--- config.mk ---
export PLATFORM = sky130hd
export DESIGN_NAME = stream_decipher
export DESIGN_NICKNAME = d
export VERILOG_FILES = /design/src/rtl/stream_decipher.sv
export SDC_FILE = /design/constraint.sdc
export NUM_CORES = 1
export LEC_CHECK = 0
export ABC_CLOCK_PERIOD_IN_PS = 2760
export BUFFER_PORTS_ARGS = -buffer_cell sky130_fd_sc_hd__buf_4
export CORE_MARGIN = 10
export CORE_UTILIZATION = 53
export CTS_BUF_LIST = sky130_fd_sc_hd__clkbuf_4
export DETAILED_ROUTE_END_ITERATION = 12
export MAX_ROUTING_LAYER = met4
export PLACE_DENSITY = 0.72
export SLEW_MARGIN = 20
export SYNTH_ARGS = -nofsm -noshare
export SYNTH_HDL_FRONTEND = slang
export SYNTH_SLANG_ARGS = --single-unit
export TNS_END_PERCENT = 100
--- constraint.sdc ---
create_clock -name clk -period 2.76 [get_ports clk]
set_clock_uncertainty 0.2 [all_clocks]
set_input_delay 0.414 -clock clk [delete_from_list [all_inputs] [get_ports clk]]
set_output_delay 0.414 -clock clk [all_outputs]
set_load 0.005 [all_outputs]
--- src/rtl/stream_decipher.sv ---
// Receive-side stream decipher: finds a frame by its sync byte, recovers the
// per-frame seed and regenerates the 16-bit Galois LFSR keystream. Plaintext
// leaves through a single valid/ready output register, and the trailing XOR
// checksum of each frame is verified.
module stream_decipher #(
    parameter logic [7:0]  SYNC     = 8'hA5,
    parameter logic [15:0] TAPS     = 16'hB400,
    parameter logic [15:0] DEF_SEED = 16'hACE1
) (
    input  logic       clk,
    input  logic       rst,
    input  logic       ena,
    input  logic [7:0] in_data,
    input  logic       in_valid,
    output logic       in_ready,
    output logic [7:0] out_data,
    output logic       out_valid,
    input  logic       out_ready,
    output logic       frame_done,
    output logic       frame_err,
    output logic       busy
);

    typedef enum logic [2:0] {
        StHunt,
        StSeedHi,
        StSeedLo,
        StLength,
        StData,
        StCheck
    } state_e;

    // Eight Galois steps folded into one cycle, so one key byte is used per data byte.
    function automatic logic [15:0] lfsr_adv8(input logic [15:0] s);
        logic [15:0] t;
        t = s;
        for (int i = 0; i < 8; i++) begin
            if (t[0]) begin
                t = (t >> 1) ^ TAPS;
            end else begin
                t = t >> 1;
            end
        end
        return t;
    endfunction

    state_e      state_q, state_d;
    logic [7:0]  seed_hi_q, seed_hi_d;
    logic [15:0] lfsr_q, lfsr_d;
    logic [7:0]  cnt_q, cnt_d;
    logic [7:0]  chk_q, chk_d;
    logic [7:0]  out_data_q, out_data_d;
    logic        out_valid_q, out_valid_d;
    logic        done_q, done_d;
    logic        err_q, err_d;

    logic        accept;
    logic        take;
    logic [7:0]  plain;
    logic [15:0] lfsr_next;
    logic [15:0] seed_rx;

    assign take      = out_valid_q & out_ready;
    assign accept    = in_valid & in_ready;
    assign lfsr_next = lfsr_adv8(lfsr_q);
    assign plain     = in_data ^ lfsr_q[7:0];
    assign seed_rx   = {seed_hi_q, in_data};

    // Input acceptance: in DATA a byte may only enter if the output register has room
    // this cycle (empty or being taken).
    always_comb begin
        in_ready = 1'b0;
        if (!rst) begin
            if (state_q == StData) begin
                in_ready = ena & (~out_valid_q | out_ready);
            end else begin
                in_ready = ena;
            end
        end
    end

    // Next-state, datapath updates and frame result pulses.
    always_comb begin
        state_d     = state_q;
        seed_hi_d   = seed_hi_q;
        lfsr_d      = lfsr_q;
        cnt_d       = cnt_q;
        chk_d       = chk_q;
        out_data_d  = out_data_q;
        out_valid_d = take ? 1'b0 : out_valid_q;
        done_d      = 1'b0;
        err_d       = 1'b0;

        if (accept) begin
            unique case (state_q)
                StHunt: begin
                    if (in_data == SYNC) begin
                        state_d = StSeedHi;
                    end
                end
                StSeedHi: begin
                    seed_hi_d = in_data;
                    state_d   = StSeedLo;
                end
                StSeedLo: begin
                    // An all-zero seed would lock the LFSR, so substitute the default.
                    lfsr_d  = (seed_rx == 16'h0000) ? DEF_SEED : seed_rx;
                    chk_d   = 8'h00;
                    state_d = StLength;
                end
                StLength: begin
                    cnt_d   = in_data;
                    state_d = (in_data == 8'h00) ? StCheck : StData;
                end
                StData: begin
                    out_data_d  = plain;
                    out_valid_d = 1'b1;
                    chk_d       = chk_q ^ plain;
                    lfsr_d      = lfsr_next;
                    cnt_d       = cnt_q - 8'd1;
                    if (cnt_q == 8'd1) begin
                        state_d = StCheck;
                    end
                end
                StCheck: begin
                    if (in_data == chk_q) begin
                        done_d = 1'b1;
                    end else begin
                        err_d = 1'b1;
                    end
                    state_d = StHunt;
                end
                default: begin
                    state_d = StHunt;
                end
            endcase
        end
    end

    // State and datapath registers with synchronous reset.
    always_ff @(posedge clk) begin
        if (rst) begin
            state_q     <= StHunt;
            seed_hi_q   <= 8'h00;
            lfsr_q      <= DEF_SEED;
            cnt_q       <= 8'h00;
            chk_q       <= 8'h00;
            out_data_q  <= 8'h00;
            out_valid_q <= 1'b0;
            done_q      <= 1'b0;
            err_q       <= 1'b0;
        end else begin
            state_q     <= state_d;
            seed_hi_q   <= seed_hi_d;
            lfsr_q      <= lfsr_d;
            cnt_q       <= cnt_d;
            chk_q       <= chk_d;
            out_data_q  <= out_data_d;
            out_valid_q <= out_valid_d;
            done_q      <= done_d;
            err_q       <= err_d;
        end
    end

    assign out_data   = out_data_q;
    assign out_valid  = out_valid_q;
    assign frame_done = done_q;
    assign frame_err  = err_q;
    assign busy       = (state_q != StHunt);

endmodule

==> results of run 1 <==
[registers in the layout (all words and copies together) (netlist names)]
name and cells:
chk_q 8, cnt_q 8, frame_err 1, lfsr_q 16, out_data 8, out_valid 1
seed_hi_q 8, state_q 3, frame_done 1
[worst min-delay path: cells and delay by family]
kind | cells | cell delay (ns)
simple gates | 1 | 0.07
mux | 1 | 0.07
buf+inv | 1 | 0.13
[layout make-up]
class / instances / area, um^2 / area share (%)
multi-input cells: 263 / 1700 / 52.8
flip-flops and latches: 54 / 1080 / 33.6
repair buffers: 33 / 248 / 7.69
well taps: 72 / 90.1 / 2.80
clock buffers: 7 / 52.6 / 1.63
clock inverters: 1 / 30.0 / 0.932
inverters: 5 / 18.8 / 0.583
[worst min-delay path by stage]
stage / endpoint / slack [ns] / cells after the start
2_1_floorplan: lfsr_q[10] / 0.24 / 2
3_3_place_gp: out_data[2] / 0.24 / 2
3_5_place_dp: out_data[3] / 0.25 / 2
4_1_cts: seed_hi_q[4] / 0.13 / 3
5_1_grt: seed_hi_q[4] / 0.14 / 3
6_report: seed_hi_q[4] / 0.15 / 3
[cells in the final DEF (no fill, tap or decap), types with 9 or more instances in the layout]
cell	netlist	final
a21oi_1	39	39
nor3_1	10	10
mux2i_1	9	9
nor2_1	34	34
nand2_1	37	37
o21ai_0	18	18
dfxtp_1	54	54
xor2_1	10	10
xnor2_1	27	27
buf_4	2	33
[cell usage after synthesis, drive strengths merged, types with 4 or more instances]
cell type,count
nand2,37
nor2,34
dfxtp,54
o21ai,20
clkbuf,22
buf,13
inv,5
a211oi,7
a21oi,39
a31oi,4
nor4,5
o311ai,6
xnor2,27
nand3,4
mux2i,9
xor2,10
nor3,11
[metrics by stage]
stage / total power (uW) / hold slack (ns) / util (%)
2_1_floorplan: 845 / 0.239 / -
3_3_place_gp: 879 / 0.244 / 57.4
5_1_grt: 1370 / 0.135 / 58.9
4_1_cts: 1340 / 0.135 / 58.9
3_5_place_dp: 880 / 0.251 / 57.4
6_report: 1320 / 0.149 / 58.9
[metal layers]
metal / GRT usage [%] / routed length [um]
met1: 22.4 / 3400
met2: 25.7 / 3280
met3: 4.04 / 452
met4: 5.49 / 95
met5: - / 0
[power by group through the flow]
stage	clock network (uW)	logic (uW)	registers (uW)
finish	460	83.3	781
detailed placement	0	82.5	797
floorplan	0	47.6	797
global placement	0	82.0	797
global route	502	89.9	781
CTS	473	82.7	781
[logic make-up (layout without fill, tap and decap cells)]
family	count (synthesis)	after routing
compound gates	105	105
xor+xnor	37	37
fa+ha+maj	2	2
buf+inv	40	46
flops	54	54
mux	12	12
simple gates	107	107
==> metrics.md, run 1 <==
| Metric | Value |
|---|---|
| First drt pass iteration count | 5 |
| Worst Hold Class | input port to flip-flop |
| Critical Path Start | state_q[2] |
| Clock transition at path regs | around 0.15 ns |
| Post-synthesis register bit count | between 50 and 60 |
| CP arrival | 1.94 ns |
| RSZ-0062 raised after global routing | no |
| Number of global-route vias before repair | between 2000 and 2500 |
| Max Freq | 392 MHz |
| Worst IR drop on VDD | 0.338 mV |
| Hold_buf cts | 0 |
| Drc violations | 0 |
| Psw | 301 uW |
| DIE WIDTH | 94.8 um |
| Post-route design area | roughly 3200 um^2 |
| Delay-heaviest family, CP | simple AND/OR/NAND/NOR gates |
| Synth Area in XOR/XNOR | between 10 and 15% |
| Area growth, synth to finish | 8.51% |
| Startpoint class of the critical path | flip-flop |
| Compound-cell area share of the yosys netlist | about a quarter |
| P_int | slightly above 1000 uW |
| Post-cts gate resize count | 0 |
| DRT antenna net count | 0 |
| CTS buffer count | 5 |
| CTS Sinks | 54 |
| Share of post-route cells with drive strength above 1 | between 10% and 20% |
| Core Region | 5470 um^2 |
| End of the critical path | in_ready |
| Initial antenna violation count | 0 |
| Share of the synthesized area in the top cell type | between 30% and 40% |
| TritonCTS clock tree | yes |
| Root buffer cell | clkbuf_4 |
| Clock tree buffer depth | 2 |
| Worst path depth | 3 |
| Multiplexer share of the synthesized area | under 10% |
| Total setup buffers inserted after CTS | 0 |
| Setup ws final | just over 0.2 ns |
| Synth Area in Simple Gates | around 18% |
| Area leader, netlist | dfxtp_1 |
| Crit-path cells | or3b_4, o211a_1, buf_4 |
| Sw Ratio | approximately 23% |
| Combinational family with the most area after synthesis | compound AO/OA/AOI/OAI gates |
| Synth area leaders | dfxtp_1 (36%), xnor2_1 (8.0%), a21oi_1 (6.6%) |
| GPL Wtd Cong | 0.881 |
| Fillers | about 520 |
| Maxcap violations | 0 |
| DP Worst Slack | 0.416 ns |
| Critical Path RT | around 2.2 ns |
| Die Ht | 94.8 um |
| Number of H-tree levels | 2 |
| Final hold viol count | 0 |
| R2r endpoint | cnt_q[0] |
| Reg-to-Reg Start | state_q[1] |
| WL final | roughly 7200 um |
| Worst Setup Path Type | flip-flop to primary output |
| Post-route insts no fill | about 440 |
| Final Cycle Share | between 90% and 100% |
| Adder-cell share of the synthesized area | less than 1% |
| Detailed placement HPWL | just over 5000 um |
| Gr usage total | between 15 and 20% |
| Final Setup Violations | 0 |
| Ys flop type | dfxtp_1 |
| Setup TNS | 0 ns |
| Nets | between 300 and 400 |
| ANT cells | 0 |
| Register area share after synthesis | roughly 36% |
| FF-to-FF path depth | 5 |
| Largest net degree at the start of global routing | 35 |
| DR iter-0 viols | between 150 and 200 |
| Die area | approximately 9000 um^2 |
| Worst-path maximum fanout | 33 |
| Vias post-DR | 2553 |
| Netlist Area Pre-Place | around 3000 um^2 |
| FF-to-FF setup slack | a little over 0.5 ns |
| Syn avg cell area | approximately 8.3 um^2 |
| Warning count from the yosys run | 0 |
| Post-DR wirelength/cell | 16.6 um |
| Grt total ovfl | 0 |
| Static leakage | approximately 0.0012 uW |
| I/O pin cnt | 26 |
| Count of different cell masters after synthesis | 57 |
| Comb power frac | 6.3% |
| CP Capture Type | primary output |
| Slowest-stage cell, CP | or3b_4 |
| First-pass GRT wire length | 12100 um |
| Worst Tran Pin Value | a little over 0.8 ns |
| EDFF count, synth | 0 |
| Worst path bufs/invs | 1 |
| Outcome | finished clean |
| Power density over cell area | between 400 and 500 nW/um^2 |
| Syn nets | 372 |
| Max-slew headroom | 45.6% |
| Placed inst area | around 3100 um^2 |
| Post-synth ARST share | 0% |
| Clock latency on the worst-skew pair | 0.38 ns |
| Final Critical Period | around 2.6 ns |
| Port buffer count | 25 |
| Min-delay src | in_data[4] |
| Dpl cells | between 400 and 500 |
| Clock Power Share | a little over a third |
| Reg power frac | between 50% and 60% |
| Row count | 27 |
| Cells after synthesis | 357 |
| DR vias/cell | 5.87 |
| Slew Viols, Final | 0 |
| Initial Utilization | between 50% and 60% |
| Max incr delay on CP | between 0.6 and 0.7 ns |
Power figures use the tool's default switching activity.
==> run 2, diff against run 1 <==
--- a/config.mk
+++ b/config.mk
@@ -10,7 +10,9 @@
 export CORE_MARGIN = 10
 export CORE_UTILIZATION = 53
 export CTS_BUF_LIST = sky130_fd_sc_hd__clkbuf_4
+export CTS_CLUSTER_DIAMETER = 150
 export DETAILED_ROUTE_END_ITERATION = 12
+export HOLD_SLACK_MARGIN = 0.1
 export MAX_ROUTING_LAYER = met4
 export PLACE_DENSITY = 0.72
 export SLEW_MARGIN = 20
==> constraint.sdc (replaced) <==
create_clock -name clk -period 2.76 [get_ports clk]
set_clock_uncertainty 0.2 [all_clocks]
set_input_delay 0.414 -clock clk [delete_from_list [all_inputs] [get_ports clk]]
set_output_delay 0.414 -clock clk [all_outputs]
set_load 0.02 [all_outputs]
==> metrics.md, run 2 (synthesis results as in run 1) <==
| Metric | Value |
|---|---|
| Outcome | finished clean |
| Max Freq | 386 MHz (-1.4%) |
| Critical Path RT | 2.15 ns (about the same) |
| Final Critical Period | 2.59 ns (+0.0351 ns) |
| CP arrival | 1.97 ns (+0.03 ns) |
| Delay-heaviest family, CP | simple AND/OR/NAND/NOR gates |
| Clock transition at path regs | 0.14 ns (about the same) |
| Row count | 27 (unchanged) |
| Vias post-DR | 2577 (+0.94%) |
| Max incr delay on CP | 0.62 ns (about the same) |
| Post-route insts no fill | 434 (-0.23%) |
| Setup TNS | 0 ns (unchanged) |
| Die Ht | 94.8 um (unchanged) |
| Post-route design area | 3190 um^2 (-0.93%) |
| Startpoint class of the critical path | flip-flop |
| P_int | 916 uW (-10%) |
| Initial antenna violation count | 0 (unchanged) |
| Clock tree buffer depth | 2 (unchanged) |
| Clock latency on the worst-skew pair | 0.38 ns (about the same) |
| Worst IR drop on VDD | 0.218 mV (-36%) |
| Crit-path cells | or3b_4, o211a_1, buf_4 |
| CP Capture Type | primary output |
| Hold_buf cts | 0 (unchanged) |
| Die area | 9000 um^2 (unchanged) |
| Final design utilization | 58.3% (-0.55 points) |
| Worst Tran Pin Value | 0.777 ns (-0.0394 ns) |
| Worst path bufs/invs | 1 (unchanged) |
| Clock Power Share | 28.7% (-6.0 points) |
| Slew Viols, Final | 0 (unchanged) |
| Nets | 377 (unchanged) |
| Grt total ovfl | 0 (unchanged) |
| Detailed placement HPWL | 5090 um (+0.22%) |
| Final Cycle Share | 93.7% (+1.3 points) |
| Total setup buffers inserted after CTS | 0 (unchanged) |
| Area growth, synth to finish | 7.50% |
| Worst Hold Class | input port to flip-flop |
| Dpl cells | 427 (unchanged) |
| Root buffer cell | clkbuf_4 |
| Number of H-tree levels | 2 (unchanged) |
| Final hold viol count | 0 (unchanged) |
| RSZ-0062 raised after global routing | no |
| Reg area | 1080 um^2 (unchanged) |
| First-pass GRT wire length | 12000 um (-1.1%) |
| Post-cts gate resize count | 0 (unchanged) |
| Drc violations | 0 (unchanged) |
| Comb power frac | 6.9% (+0.6 points) |
| Fillers | 522 (unchanged) |
| Core Region | 5470 um^2 (unchanged) |
| WL final | 7250 um (+0.29%) |
| I/O pin cnt | 26 (unchanged) |
| Largest net degree at the start of global routing | 35 (unchanged) |
| Gr usage total | 17.0% (-0.24 points) |
| Setup ws final | 0.173 ns (-0.0351 ns) |
| Initial Utilization | 54.3% (unchanged) |
| Worst Setup Path Type | flip-flop to primary output |
| Most frequent cells in the layout | dfxtp_1 (54), a21oi_1 (39), nand2_1 (37) |
| First drt pass iteration count | 4 (-1) |
| Port buffer count | 25 (unchanged) |
| Share of post-route cells with drive strength above 1 | 14.4% (-0.24 points) |
| Maxcap violations | 0 (unchanged) |
| Psw | 297 uW (-1.3%) |
| Sw Ratio | 24.5% (+1.7 points) |
| Max-slew headroom | 47.8% (+2.2 points) |
| CTS buffer count | 5 (unchanged) |
| TritonCTS clock tree | yes |
| DP Worst Slack | 0.400 ns (-0.0160 ns) |
| Worst-path maximum fanout | 33 (unchanged) |
| GPL Wtd Cong | 0.873 (-0.84%) |
| DIE WIDTH | 94.8 um (unchanged) |
| Reg with most FFs | lfsr_q |
| Footprint of the multi-input gates | 1700 um^2 (unchanged) |
| DR vias/cell | 5.94 (+1.2%) |
| Commonest non-fill, non-tap cell in the layout | dfxtp_1 |
| DRT antenna net count | 0 (unchanged) |
| Max reg flops | 16 (unchanged) |
| Number of global-route vias before repair | 2391 (-3.7%) |
| Final Setup Violations | 0 (unchanged) |
| Placed inst area | 3140 um^2 (unchanged) |
| DR iter-0 viols | 205 (+16%) |
| Power density over cell area | 380 nW/um^2 (-7.5%) |
| Static leakage | 0.00119 uW (-1.5%) |
| Slowest-stage cell, CP | or3b_4 |
| Reg power frac | 64.4% (+5.4 points) |
| ANT cells | 0 (unchanged) |
| CTS Sinks | 54 (unchanged) |
| Post-DR wirelength/cell | 16.7 um (+0.52%) |
run 2: through the flow:
step,power [uW],hold slack (ns)
floorplan,846,0.239
global placement,881,0.243
detailed placement,881,0.249
CTS,1230,0.129
global route,1260,0.141
finish,1210,0.149
run 2: final cells by class:
cell class              instances  area share [%]
clock buffers                   6            1.41
clock inverters                 1           0.235
inverters                       5           0.588
multi-input cells             263            53.3
flip-flops and latches         54            33.9
well taps                      72            2.82
repair buffers                 33            7.76
run 2: power by group through the flow:
| stage | Clock, uW | Sequential (uW) | Combinational [uW] |
|---|---|---|---|
| floorplan | 0 | 797 | 48.6 |
| global placement | 0 | 797 | 83.0 |
| detailed placement | 0 | 798 | 83.2 |
| CTS | 362 | 781 | 83.3 |
| global route | 389 | 781 | 90.2 |
| finish | 348 | 781 | 83.7 |
run 2: worst paths after layout:
check	startpoint	cells after the start	slack, ns	end
hold reg to reg	out_data[6]	2	0.27	out_data[6]
hold / removal	in_data[4]	3	0.15	seed_hi_q[4]
setup reg to reg	state_q[1]	4	0.50	lfsr_q[5]
setup / recovery	state_q[2]	3	0.17	in_ready
run 2: per-layer routing:
metal	share of wire [%]	track usage, %	up-vias
met2	45	25.7	91
met4	1.5	5.24	0
li1	-	-	1278
met5	0	-	-
met1	44	22.1	1199
met3	8.5	3.49	9
run 2: worst min-delay path: cells and delay by family:
kind | cells | cell delay, ns
buffers and inverters | 1 | 0.14
muxes | 1 | 0.07
and+or+nand+nor | 1 | 0.07
==> run 3, diff against run 2 <==
--- a/config.mk
+++ b/config.mk
@@ -5,6 +5,7 @@
 export SDC_FILE = /design/constraint.sdc
 export NUM_CORES = 1
 export LEC_CHECK = 0
+export ABC_AREA = 1
 export ABC_CLOCK_PERIOD_IN_PS = 2760
 export BUFFER_PORTS_ARGS = -buffer_cell sky130_fd_sc_hd__buf_4
 export CORE_MARGIN = 10
==> metrics.md, run 3 <==
| Metric | Value |
|---|---|
| Root buffer cell | clkbuf_4 |
| Post-synth ARST share | 0% (unchanged) |
| Synth area leaders | dfxtp_1 (35%), nand2_1 (15%), nor2_1 (6.9%) |
| Largest net degree at the start of global routing | 32 (-8.6%) |
| Clock Power Share | 33.9% (+5.2 points) |
| Clock latency on the worst-skew pair | 0.37 ns (about the same) |
| First drt pass iteration count | 5 (+1) |
| Warning count from the yosys run | 0 (unchanged) |
| DR vias/cell | 5.39 (-9.2%) |
| Final Setup Violations | 0 (unchanged) |
| Worst Hold Class | input port to flip-flop |
| Top layer in use | met4 |
| Final hold viol count | 0 (unchanged) |
| TritonCTS clock tree | yes |
| Top cells by count, synth | nand2_1 (122), nor2_1 (57), dfxtp_1 (54) |
| Metal3 WL | 394 um (-36%) |
| Met2 WL | 3730 um (+13%) |
| Vias post-DR | 2997 (+16%) |
| Register area share after synthesis | 34.8% (-1.6 points) |
| Sw Ratio | 23.9% (-0.62 points) |
| WL final | 7900 um (+9.0%) |
| Ys flop type | dfxtp_1 |
| Worst Tran Pin Value | 0.805 ns (+0.0284 ns) |
| Die Ht | 96.6 um (+1.8%) |
| Syn avg cell area | 6.58 um^2 (-21%) |
| Grt total ovfl | 0 (unchanged) |
| Final design utilization | 59.6% (+1.2 points) |
| Maxcap violations | 0 (unchanged) |
| Total setup buffers inserted after CTS | 0 (unchanged) |
| Initial Utilization | 55.4% (+1.2 points) |
| Worst IR drop on VDD | 0.266 mV (+22%) |
| CTS Sinks | 54 (unchanged) |
| P_int | 999 uW (+9.1%) |
| Outcome | finished clean |
| Final Critical Period | 2.07 ns (-0.516 ns) |
| Max Freq | 483 MHz (+25%) |
| Post-synthesis register bit count | 54 (unchanged) |
| Row count | 27 (unchanged) |
| Setup ws final | 0.689 ns (+0.516 ns) |
| Final Hold Slack | 0.131 ns (-0.0176 ns) |
| Reg-to-Reg Start | state_q[1] |
| Startpoint class of the critical path | flip-flop |
| CP arrival | 2.15 ns (+0.18 ns) |
| Psw | 313 uW (+5.5%) |
| Area leader, netlist | dfxtp_1 |
| Drc violations | 0 (unchanged) |
| Syn nets | 487 (+31%) |
| DIE WIDTH | 96.6 um (+1.8%) |
| Power density over cell area | 393 nW/um^2 (+3.4%) |
| Reg power frac | 59.5% (-4.9 points) |
| Post-cts gate resize count | 0 (unchanged) |
| GPL Wtd Cong | 0.860 (-1.5%) |
| Post-DR wirelength/cell | 14.2 um (-15%) |
| Most frequent cells in the layout | nand2_1 (122), nor2_1 (57), dfxtp_1 (54) |
| Count of different cell masters after synthesis | 32 (-44%) |
| Number of global-route vias before repair | 2703 (+13%) |
| Hold_buf cts | 0 (unchanged) |
| Slew Viols, Final | 0 (unchanged) |
| Cells after synthesis | 472 (+32%) |
| First-pass GRT wire length | 13100 um (+9.5%) |
| Gr usage total | 17.8% (+0.81 points) |
| Share of post-route cells with drive strength above 1 | 10.7% (-3.6 points) |
| Nets | 498 (+32%) |
| Static leakage | 0.00148 uW (+24%) |
| Netlist Area Pre-Place | 3110 um^2 (+4.7%) |
| Clock transition at path regs | 0.16 ns (+0.02 ns) |
| Final Cycle Share | 75.0% (-19 points) |
| Most frequent cell after synthesis | nand2_1 |
| Max-slew headroom | 46.3% (-1.6 points) |
| Worst-path maximum fanout | 31 (-6.1%) |
| Commonest non-fill, non-tap cell in the layout | nand2_1 |
| Worst Setup Path Type | flip-flop to flip-flop |
| Critical Path Start | state_q[1] |
| Post-route insts no fill | 556 (+28%) |
| Area growth, synth to finish | 7.49% (about the same) |
| DRT antenna net count | 0 (unchanged) |
| Comb power frac | 6.6% (-0.3 points) |
| Share of the synthesized area in the top cell type | 34.8% (-1.6 points) |
| I/O pin cnt | 26 (unchanged) |
| DP Worst Slack | 0.664 ns (+0.264 ns) |
| Initial antenna violation count | 0 (unchanged) |
| Clock tree buffer depth | 2 (unchanged) |
| EDFF count, synth | 0 (unchanged) |
| CP Capture Type | flip-flop |
| ANT cells | 0 (unchanged) |
| Dpl cells | 548 (+28%) |
| Port buffer count | 25 (unchanged) |
| Number of H-tree levels | 2 (unchanged) |
| Min-delay src | out_ready |
| Setup TNS | 0 ns (unchanged) |
| RSZ-0062 raised after global routing | no |
| Reg with most FFs | lfsr_q |
| DR iter-0 viols | 237 (+16%) |
| Max reg flops | 16 (unchanged) |
| CTS buffer count | 5 (unchanged) |
| Detailed placement HPWL | 5730 um (+13%) |
| Critical Path RT | 2.84 ns (+0.69 ns) |
| Core Region | 5610 um^2 (+2.5%) |
| Die area | 9330 um^2 (+3.7%) |
| Post-Route M1 WL | 3720 um (+15%) |
[run 3: cell types whose count changed after synthesis, sizes merged, moves of 11 or more]
cell and delta:
clkbuf -11, inv +49, nand2 +88, nand3 +38, nor2 +26, o21ai +17
[run 3: final timing paths]
path | end | slack, ns | cells past startpoint
worst max register to register | state_q[0] | 0.69 | 8
worst min-delay path | out_valid | 0.13 | 4
worst min register to register | out_data[1] | 0.28 | 2
worst max-delay path | state_q[0] | 0.69 | 8
[run 3: power by group through the flow]
stage                     Combinational, uW  Clock [uW]  Sequential (uW)
final                                  86.3         445              781
after global routing                   96.3         486              781
after CTS                              85.9         456              781
after detailed placement               85.4           0              797
after global placement                 85.4           0              797
after floorplan                        51.4           0              797
[run 3: through the flow]
stage | cell area [um^2] | total power [uW]
final | 3340 | 1310
after global routing | 3340 | 1360
after CTS | 3340 | 1320
after detailed placement | 3260 | 883
after global placement | 3260 | 883
after floorplan | 3110 | 848
[run 3: routing by layer]
metal | vias to the layer above | GRT usage, %
li1 | 1506 | -
met4 | 0 | 3.87
met2 | 87 | 28.3
met3 | 4 | 3.08
met1 | 1400 | 23.1
met5 | - | -
[run 3: layout make-up]
type / count / area [um^2]
clock buffer: 5 / 37.5
fill: 562 / 2270
multi-input combinational: 341 / 1690
timing repair buffer: 26 / 195
tap: 72 / 90.1
inverter: 55 / 210
sequential: 54 / 1080
clock inverter: 3 / 40.0
[run 3: cells by family after synthesis]
family                   after synthesis  synth area share [%]
AO/OA/AOI/OAI                         77                  12.8
XOR/XNOR                              26                  7.33
adder cells (fa/ha/maj)                2                 0.805
buffers and inverters                 77                  10.9
flip-flops                            54                  34.8
AND/OR/NAND/NOR                      236                  33.3
[run 3: worst max-delay path, stage by stage, from the launching register on]
cell     delay [ns]
dfxtp_1        0.41
nor2_4         0.21
nand2_2        0.09
inv_2          0.42
o21ai_0        0.21
nand3_1        0.25
nand2_1        0.08
nand2_1        0.06
nor2_1         0.06
